<file path="config.mk">
export PLATFORM = sky130hd
export DESIGN_NAME = uart_rx
export DESIGN_NICKNAME = d
export VERILOG_FILES = /design/src/rtl/uart_rx.sv
export SDC_FILE = /design/constraint.sdc
export NUM_CORES = 1
export LEC_CHECK = 0
export ABC_CLOCK_PERIOD_IN_PS = 2200
export CAP_MARGIN = 20
export CELL_PAD_IN_SITES_DETAIL_PLACEMENT = 2
export CELL_PAD_IN_SITES_GLOBAL_PLACEMENT = 2
export CORE_AREA = 2 2 76 60
export CTS_CLUSTER_SIZE = 14
export DETAILED_ROUTE_END_ITERATION = 8
export DIE_AREA = 0 0 78 62
export PLACE_DENSITY_LB_ADDON = 0.1
export RECOVER_POWER = 25
export SYNTH_ARGS = -nofsm -noshare
export SYNTH_HDL_FRONTEND = slang
export SYNTH_SLANG_ARGS = --single-unit
</file>
<file path="constraint.sdc">
create_clock -name clk -period 2.2 [get_ports clk]
set_input_delay 0.44 -clock clk [delete_from_list [all_inputs] [get_ports clk]]
set_output_delay 0.44 -clock clk [all_outputs]
set_load 0.01 [all_outputs]
</file>
<file path="src/rtl/uart_rx.sv">
// uart_rx: 8x-oversampling UART receiver.
// rxd is synchronised into the clk domain. rising edges of rx_clk form a
// one-clk sample tick. A six-state FSM samples each bit in the middle and
// delivers the received word with one-clk valid/error strobes.
module uart_rx #(
   parameter int DATA_BITS  = 8,
   parameter int PARITY_EN  = 0,
   parameter int PARITY_ODD = 0
) (
   input  logic                 clk,
   input  logic                 rst,
   input  logic                 rx_clk,
   input  logic                 rxd,
   output logic [DATA_BITS-1:0] rx_data,
   output logic                 rx_valid,
   output logic                 parity_err,
   output logic                 frame_err,
   output logic                 rx_busy
);

   localparam int BC_W = $clog2(DATA_BITS + 1);
   localparam logic [BC_W-1:0] LAST_BIT = BC_W'(DATA_BITS - 1);

   typedef enum logic [2:0] {
      IDLE      = 3'd0,
      START     = 3'd1,
      DATA      = 3'd2,
      PARITY    = 3'd3,
      STOP      = 3'd4,
      WAIT_HIGH = 3'd5
   } state_t;

   // Expected parity bit for the received data word.
   function automatic logic parity_expected(input logic [DATA_BITS-1:0] d);
      return (^d) ^ (PARITY_ODD != 0);
   endfunction

   // Input conditioning
   logic rxd_p0;
   logic rxd_s;
   logic rx_clk_d;
   logic tick;

   // FSM and counters
   state_t          state;
   state_t          state_nxt;
   logic [2:0]      os_cnt;
   logic [BC_W-1:0] bit_cnt;

   // Datapath
   logic [DATA_BITS-1:0] shift;
   logic                 pbit;

   // Strobe decode
   logic mid_bit;
   logic stop_samp;
   logic valid_nxt;
   logic ferr_nxt;
   logic perr_nxt;

   // Two-flop synchroniser for the asynchronous serial line (idles high).
   always_ff @(posedge clk or posedge rst) begin
      if (rst) begin
         rxd_p0 <= 1'b1;
         rxd_s  <= 1'b1;
      end else begin
         rxd_p0 <= rxd;
         rxd_s  <= rxd_p0;
      end
   end

   // Delay rx_clk by one clk so its rising edge can be detected.
   always_ff @(posedge clk or posedge rst) begin
      if (rst) begin
         rx_clk_d <= 1'b0;
      end else begin
         rx_clk_d <= rx_clk;
      end
   end

   assign tick    = rx_clk & ~rx_clk_d;
   assign mid_bit = (os_cnt == 3'd7);

   // State register.
   always_ff @(posedge clk or posedge rst) begin
      if (rst) begin
         state <= IDLE;
      end else begin
         state <= state_nxt;
      end
   end

   // Next-state logic; the FSM only moves on a sample tick.
   always_comb begin
      state_nxt = state;
      if (tick) begin
         case (state)
            IDLE: begin
               if (!rxd_s) state_nxt = START;
            end
            START: begin
               if (os_cnt == 3'd3) state_nxt = rxd_s ? IDLE : DATA;
            end
            DATA: begin
               if (mid_bit && (bit_cnt == LAST_BIT))
                  state_nxt = (PARITY_EN != 0) ? PARITY : STOP;
            end
            PARITY: begin
               if (mid_bit) state_nxt = STOP;
            end
            STOP: begin
               // Leave at mid-stop so a following start bit is not missed.
               if (mid_bit) state_nxt = rxd_s ? IDLE : WAIT_HIGH;
            end
            WAIT_HIGH: begin
               if (rxd_s) state_nxt = IDLE;
            end
            default: state_nxt = IDLE;
         endcase
      end
   end

   // Output decode: busy flag and next values of the registered strobes.
   always_comb begin
      rx_busy   = (state != IDLE);
      stop_samp = tick && (state == STOP) && mid_bit;
      valid_nxt = stop_samp && rxd_s;
      ferr_nxt  = stop_samp && !rxd_s;
      perr_nxt  = valid_nxt && (PARITY_EN != 0) && (pbit != parity_expected(shift));
   end

   // Oversample and bit counters; cleared explicitly at every bit boundary.
   always_ff @(posedge clk or posedge rst) begin
      if (rst) begin
         os_cnt  <= 3'd0;
         bit_cnt <= '0;
      end else if (tick) begin
         case (state)
            IDLE: begin
               os_cnt  <= 3'd0;
               bit_cnt <= '0;
            end
            START: begin
               if (os_cnt == 3'd3) begin
                  os_cnt  <= 3'd0;
                  bit_cnt <= '0;
               end else begin
                  os_cnt <= os_cnt + 3'd1;
               end
            end
            DATA: begin
               if (mid_bit) begin
                  os_cnt  <= 3'd0;
                  bit_cnt <= bit_cnt + BC_W'(1);
               end else begin
                  os_cnt <= os_cnt + 3'd1;
               end
            end
            PARITY, STOP: begin
               if (mid_bit) begin
                  os_cnt <= 3'd0;
               end else begin
                  os_cnt <= os_cnt + 3'd1;
               end
            end
            default: begin
               os_cnt <= 3'd0;
            end
         endcase
      end
   end

   // Shift register (LSB first into the MSB end) and captured parity bit.
   always_ff @(posedge clk) begin
      if (tick && (state == DATA) && mid_bit) begin
         shift <= {rxd_s, shift[DATA_BITS-1:1]};
      end
      if (tick && (state == PARITY) && mid_bit) begin
         pbit <= rxd_s;
      end
   end

   // Registered output word and one-clk strobes.
   always_ff @(posedge clk or posedge rst) begin
      if (rst) begin
         rx_data    <= '0;
         rx_valid   <= 1'b0;
         parity_err <= 1'b0;
         frame_err  <= 1'b0;
      end else begin
         rx_valid   <= valid_nxt;
         parity_err <= perr_nxt;
         frame_err  <= ferr_nxt;
         if (valid_nxt) begin
            rx_data <= shift;
         end
      end
   end

endmodule

</file>
======== Word-level counts from Yosys, hierarchy flattened ========
Index checks and enable logic that the tools add are counted.
cells by class
  add/sub/neg operators ................... 2
  equality and inequality tests ........... 15
  multiplexer cells ....................... 15
  bitwise operators ....................... 2
  reductions and logical operators ........ 14
operators by type and width
  cell                                                                    number
  3-bit 2-to-1 mux                                                        9
  3-bit one-hot mux with 6 select lines                                   1
  2-bit inequality test (second input constant)                           7
  4-bit one-hot mux with 3 select lines                                   1
  3-bit by 2-bit equality test with 1-bit output (second input constant)  3
  3-bit equality test (second input constant)                             3
  4-bit 2-to-1 mux                                                        2
  1-bit logical AND                                                       7
  7-bit AND reduction                                                     1
  3-bit one-hot mux with 2 select lines                                   1
  3-bit nonzero test                                                      2
  4-bit by 1-bit adder with 4-bit output (second input constant)          1
  4-bit by 3-bit equality test with 1-bit output (second input constant)  1
  4-bit AND reduction                                                     1
  3-bit by 1-bit adder with 3-bit output (second input constant)          1
  3-bit by 1-bit equality test with 1-bit output (second input constant)  1
  3-bit logical NOT                                                       1
  3-bit OR reduction                                                      1
  2-bit 2-to-1 mux                                                        1
  1-bit AND                                                               1
  1-bit logical NOT                                                       1
  1-bit NOT                                                               1
word-level totals
  register bits ........................... 31
  bits of input ports ..................... 4
  output and inout port bits .............. 12

======== Logic depth before layout (Yosys ltp) ========
Gate-level depths: netlist (run 1).
  depth in word-level cells ............... 5
  mapped depth ............................ 7
  depth with buffers taken out ............ 7

======== Worst setup path before layout (run 1) ========
No wires, ideal clock.
  path type ............................... register -> register
  start point ............................. reg os_cnt[0]
  end point ............................... reg shift[0], enable pin
  setup time .............................. 0.324 ns
  arrival ................................. 1.382 ns
  required time ........................... 1.876 ns
  setup slack ............................. 0.493 ns
  stages on the path, launching flop included .. 7
  path buffers ............................ 0
  clock period less this slack ............ 1.707 ns
  cell sequence ........................... dfrtp_1 > ha_1 > ha_1 > nand2b_1 > a21oi_1 > nand3_1 > inv_1
between the ends
  word-level cells in the longest chain between the ends .. 2
ends and longest elaborated chain
  item                    line  source
  from (decl)             47    logic [2:0] os_cnt;
  from (signal assigned)  148   os_cnt <= os_cnt + 3'd1;
  from (signal assigned)  156   os_cnt <= os_cnt + 3'd1;
  from (signal assigned)  163   os_cnt <= os_cnt + 3'd1;
  3-bit equality test     82    assign mid_bit = (os_cnt == 3'd7);
  1-bit logical AND       175   if (tick && (state == DATA) && mid_bit) begin
  to (signal assigned)    176   shift <= {rxd_s, shift[DATA_BITS-1:1]};
  to (decl)               51    logic [DATA_BITS-1:0] shift;
No other way between the ends.
A chain may end at the register's enable or synchronous reset.

======== Final worst setup path (run 1) ========
  start point ............................. reg state[2]
  end point ............................... out rx_busy
between the ends
  word-level cells in the longest chain between the ends .. 1
ends and longest elaborated chain
  item                    line  source
  from (decl)             45    state_t state;
  from (signal assigned)  89    state <= state_nxt;
  3-bit nonzero test      125   rx_busy = (state != IDLE);
  to (decl)               18    output logic rx_busy
No other way between the ends.

==> results of run 1 <==
-- kinds of logic (layout without fill, tap and decap cells) --
group	Yosys count	count (layout)	synth area share
multiplexers	9	9	0.09036
AO/OA/AOI/OAI	23	23	0.1051
flip-flops	31	31	0.5682
adder cells (fa/ha/maj)	5	5	0.04344
other	1	1	0.002604
AND/OR/NAND/NOR	34	34	0.1408
buffers and inverters	13	37	0.04952
-- cell usage after synthesis, types with 2 or more instances --
master,n
sky130_fd_sc_hd__nand2b_1,3
sky130_fd_sc_hd__dfrtp_1,21
sky130_fd_sc_hd__buf_4,3
sky130_fd_sc_hd__nor2_1,6
sky130_fd_sc_hd__mux2_4,8
sky130_fd_sc_hd__nand3_1,4
sky130_fd_sc_hd__nor2b_1,2
sky130_fd_sc_hd__edfxtp_1,8
sky130_fd_sc_hd__nand2_1,8
sky130_fd_sc_hd__a21oi_1,4
sky130_fd_sc_hd__o21ai_1,8
sky130_fd_sc_hd__nor3_1,2
sky130_fd_sc_hd__dfstp_2,2
sky130_fd_sc_hd__ha_1,5
sky130_fd_sc_hd__o31ai_1,2
sky130_fd_sc_hd__o2bb2ai_1,2
sky130_fd_sc_hd__inv_1,7
-- power by group through the flow --
| stage | logic (W) | registers [W] | clock network, W |
|---|---|---|---|
| 3_3_place_gp | 0.000391 | 0.000753 | 0 |
| 2_1_floorplan | 0.000315 | 0.000710 | 0 |
| 6_report | 0.000400 | 0.000750 | 0.000454 |
| 3_5_place_dp | 0.000408 | 0.000761 | 0 |
| 4_1_cts | 0.000409 | 0.000751 | 0.000476 |
| 5_1_grt | 0.000452 | 0.000761 | 0.000508 |
-- per-stage QoR --
stage | worst slack, ps | instance area [um^2]
global placement | 223.6 | 1663
floorplan | 493.4 | 1440
CTS | 60.60 | 1754
finish | 84.02 | 1750
detailed placement | 170.9 | 1663
global route | 10.37 | 1750
-- routing by layer --
layer | track usage | part of all wire | vias to the layer above
met4 | 0.04511 | 0 | 0
met1 | 0.1857 | 0.48 | 479
met5 | 0 | 0 | -
li1 | - | - | 451
met3 | 0.04335 | 0.028 | 0
met2 | 0.2241 | 0.49 | 15
-- layout by cell type, fill, tap and decap left out, types with 2 or more instances in the layout --
| cell type | Yosys | routed |
|---|---|---|
| sky130_fd_sc_hd__nand2b_1 | 3 | 3 |
| sky130_fd_sc_hd__nor3_1 | 2 | 2 |
| sky130_fd_sc_hd__dfrtp_1 | 21 | 21 |
| sky130_fd_sc_hd__o2bb2ai_1 | 2 | 2 |
| sky130_fd_sc_hd__nor2_1 | 6 | 6 |
| sky130_fd_sc_hd__ha_1 | 5 | 5 |
| sky130_fd_sc_hd__nand2_1 | 8 | 8 |
| sky130_fd_sc_hd__a21oi_1 | 4 | 4 |
| sky130_fd_sc_hd__dfstp_2 | 2 | 2 |
| sky130_fd_sc_hd__inv_1 | 7 | 7 |
| sky130_fd_sc_hd__mux2_4 | 8 | 8 |
| sky130_fd_sc_hd__edfxtp_1 | 8 | 8 |
| sky130_fd_sc_hd__buf_4 | 3 | 6 |
| sky130_fd_sc_hd__o21ai_1 | 8 | 8 |
| sky130_fd_sc_hd__nand3_1 | 4 | 4 |
| sky130_fd_sc_hd__o31ai_1 | 2 | 2 |
| sky130_fd_sc_hd__nor2b_1 | 2 | 2 |
| sky130_fd_sc_hd__dlygate4sd3_1 | 0 | 3 |
| sky130_fd_sc_hd__clkbuf_1 | 0 | 2 |
| sky130_fd_sc_hd__clkbuf_8 | 0 | 6 |
| sky130_fd_sc_hd__clkdlybuf4s50_1 | 0 | 11 |
-- layout make-up --
| class | count | area share |
|---|---|---|
| multi-input combinational | 72 | 0.3145 |
| timing repair buffer | 21 | 0.1079 |
| inverter | 8 | 0.01716 |
| clock inverter | 1 | 0.002859 |
| tap | 57 | 0.04074 |
| clock buffer | 7 | 0.04932 |
| sequential | 31 | 0.4675 |
-- path summary, 6_finish.rpt --
path	from	to	slack [ps]	depth (start not counted)
min	rxd_p0	rxd_s	360	0
max	state[2]	rx_busy	80	2
max in group asynchronous	rst	rx_data[6]	380	3
min reg2reg	rxd_p0	rxd_s	360	0
max reg2reg	os_cnt[0]	state[1]	270	8
min in group asynchronous	rst	os_cnt[1]	1040	3
-- flip-flops by register name, indices dropped and copies added (netlist names) --
register and count:
rxd_s 1, frame_err 1, rxd_p0 1, rx_clk_d 1, state 3, shift 8, rx_valid 1, rx_data 8
os_cnt 3, bit_cnt 4
-- worst max-delay path, delay by kind of cell (launching register included) --
family,cells,cell delay (ps)
buf+inv,1,490
simple gates,1,380
flops,1,540
==> metrics.txt, run 1 <==
# TYPE chip_impl_metric gauge
chip_impl_metric{name="timing.max_slew.rel_slack",unit=""} 0.1279
chip_impl_metric{name="via_count",unit=""} 945
chip_impl_metric{name="synth.lib_cells_used.distinct",unit=""} 38
chip_impl_metric{name="cts_hold_buffers",unit=""} 0
chip_impl_metric{name="seq_area",unit="um^2"} 818.3
chip_impl_metric{name="grt_usage",unit=""} 0.1400
chip_impl_metric{name="synth_seq_area_share",unit=""} 0.5682
chip_impl_metric{name="finalWirelength",unit="mm"} 3.192
chip_impl_metric{name="worst-endpoint-required",unit="ps"} 1760
chip_impl_info{name="worstSetupEndpointType",value="primary output"} 1
chip_impl_metric{name="comb_power_share",unit=""} 0.249
chip_impl_metric{name="nFillCells",unit=""} 437
chip_impl_metric{name="syn_inst",unit=""} 116
chip_impl_metric{name="cellPowerDensity",unit="mW/mm^2"} 916.7
chip_impl_metric{name="worst_case_vdd_ir_drop",unit="mV"} 0.3305
chip_impl_metric{name="fp.coreArea",unit="mm^2"} 0.004204
chip_impl_metric{name="synth-edff-count",unit=""} 8
chip_impl_metric{name="grt_overflow_total",unit=""} 0
chip_impl_metric{name="first_pass_grt_wire_length",unit="mm"} 4.905
chip_impl_metric{name="post-route-min-period",unit="ps"} 2116
chip_impl_metric{name="floorplan.die.height",unit="um"} 62
chip_impl_metric{name="hold_viol",unit=""} 0
chip_impl_metric{name="cts_made_buffers",unit=""} 5
chip_impl_info{name="setup.worst_path.class",value="reg2out"} 1
chip_impl_metric{name="max_freq",unit="MHz"} 472.6
chip_impl_metric{name="multiInputGateArea",unit="um^2"} 550.5
chip_impl_metric{name="final.hold.worst_slack",unit="ps"} 357.0
chip_impl_metric{name="cts.clk_slew.worst_paths",unit="ps"} 60
chip_impl_metric{name="post-layout-total-power",unit="W"} 0.001605
chip_impl_metric{name="post-cts-setup-buffer-count",unit=""} 0
chip_impl_info{name="synth.area.top_cells",value="sky130_fd_sc_hd__dfrtp_1, sky130_fd_sc_hd__edfxtp_1, sky130_fd_sc_hd__mux2_4, sky130_fd_sc_hd__ha_1, sky130_fd_sc_hd__dfstp_2"} 1
chip_impl_info{name="tritoncts",value="yes"} 1
chip_impl_metric{name="finish.net_count",unit=""} 148
chip_impl_info{name="hp-class",value="reg2reg"} 1
chip_impl_metric{name="worst_slew_pin_slew",unit="ps"} 1308
chip_impl_metric{name="power_frac_seq",unit=""} 0.468
chip_impl_metric{name="fin_tns_setup",unit="ps"} 0
chip_impl_info{name="grt_setup_unrepaired",value="no"} 1
chip_impl_info{name="synthFlopType",value="sky130_fd_sc_hd__dfrtp_1"} 1
chip_impl_metric{name="drt-wirelength-per-cell",unit="um"} 16.20
chip_impl_metric{name="setup_viol_count_final",unit=""} 0
chip_impl_metric{name="cts_buffer_depth",unit=""} 2
chip_impl_metric{name="areaGrowthSynthToFinish",unit="%"} 21.55
chip_impl_metric{name="yosysTopAreaCellShare",unit=""} 0.3649
chip_impl_metric{name="detailedRoute.firstPassIterationCount",unit=""} 4
chip_impl_metric{name="detailed_place_hpwl",unit="mm"} 2.358
chip_impl_metric{name="power_leakage",unit="nW"} 0.7885
chip_impl_metric{name="postSynth.asyncResetShare",unit=""} 0.7419
chip_impl_metric{name="ctsHtreeMaxLevel",unit=""} 2
chip_impl_metric{name="internal_power",unit="W"} 0.001088
chip_impl_metric{name="ys_seq_elements",unit=""} 31
chip_impl_metric{name="rows",unit=""} 21
chip_impl_info{name="root_buffer",value="sky130_fd_sc_hd__clkbuf_8"} 1
chip_impl_info{name="status",value="finished clean"} 1
chip_impl_metric{name="peak_per_stage_delay_on_the_critical_path",unit="ps"} 540
chip_impl_metric{name="synth_area",unit="mm^2"} 0.001440
chip_impl_info{name="netlist.top_cell.by_area",value="sky130_fd_sc_hd__dfrtp_1"} 1
chip_impl_metric{name="post_synth.cell_area_avg",unit="um^2"} 12.41
chip_impl_metric{name="final_cell_count_no_fill",unit=""} 197
chip_impl_metric{name="fp.dieArea",unit="mm^2"} 0.004836
chip_impl_info{name="worst_setup_path_start_kind",value="register"} 1
chip_impl_metric{name="cell_count_after_placement",unit=""} 189
chip_impl_metric{name="switching_share",unit=""} 0.3220
chip_impl_metric{name="pin_count",unit=""} 16
chip_impl_metric{name="arrival",unit="ps"} 1680
chip_impl_metric{name="cap_viol_max_count",unit=""} 0
chip_impl_info{name="slowest_stage",value="sky130_fd_sc_hd__dfrtp_1"} 1
chip_impl_metric{name="avgViaCountPerCell",unit=""} 4.797
chip_impl_metric{name="portBuffers",unit=""} 14
chip_impl_metric{name="via_count_of_the_first_global_routing_pass",unit=""} 944
chip_impl_metric{name="cts-resized-gates",unit=""} 0
chip_impl_metric{name="layout_worst_path_cycle_share",unit=""} 0.9618
chip_impl_metric{name="path_max_fanout",unit=""} 13
chip_impl_metric{name="drc_errors",unit=""} 0
chip_impl_metric{name="final_layout_size_suffix_gt1_frac",unit=""} 0.2071
chip_impl_metric{name="route.antenna.remaining_nets",unit=""} 0
chip_impl_metric{name="chipWidth",unit="um"} 78
chip_impl_info{name="cp_cell_instances",value="or3_1 -> clkdlybuf4s50_1"} 1
chip_impl_metric{name="mappedNetlistNets",unit=""} 125
chip_impl_metric{name="power_share_of_the_clock_group",unit=""} 0.283
chip_impl_metric{name="clock_sink_count",unit=""} 31
chip_impl_metric{name="grt_max_degree",unit=""} 24
chip_impl_metric{name="yosysWarningCount",unit=""} 0
chip_impl_metric{name="total_switching_power",unit="W"} 0.0005167
chip_impl_metric{name="number_of_design_rule_violations_left_by_the_first_detailed_router_iteration",unit=""} 54
chip_impl_metric{name="clk-insertion-delay-late",unit="ps"} 270
chip_impl_metric{name="gp_routability_congestion",unit=""} 0.7469
chip_impl_metric{name="finalClockSkew",unit="ps"} 3.916
chip_impl_metric{name="finalMaxSlewViolations",unit=""} 0
chip_impl_metric{name="antennaDiodeCount",unit=""} 0
chip_impl_metric{name="antenna_found_initial",unit=""} 0
chip_impl_metric{name="finish.utilization",unit=""} 0.4164
chip_impl_metric{name="effective_utilization_at_floorplan",unit=""} 0.3426
No activity file was read; power rests on OpenSTA's default activity.
==> run 2: changes to the inputs <==
--- a/config.mk
+++ b/config.mk
@@ -15,6 +15,7 @@
 export DIE_AREA = 0 0 78 62
 export PLACE_DENSITY_LB_ADDON = 0.1
 export RECOVER_POWER = 25
+export SLEW_MARGIN = 30
 export SYNTH_ARGS = -nofsm -noshare
 export SYNTH_HDL_FRONTEND = slang
 export SYNTH_SLANG_ARGS = --single-unit
==> results of run 2 <==
Final layout, timing and power as in run 1 (identical DEF).
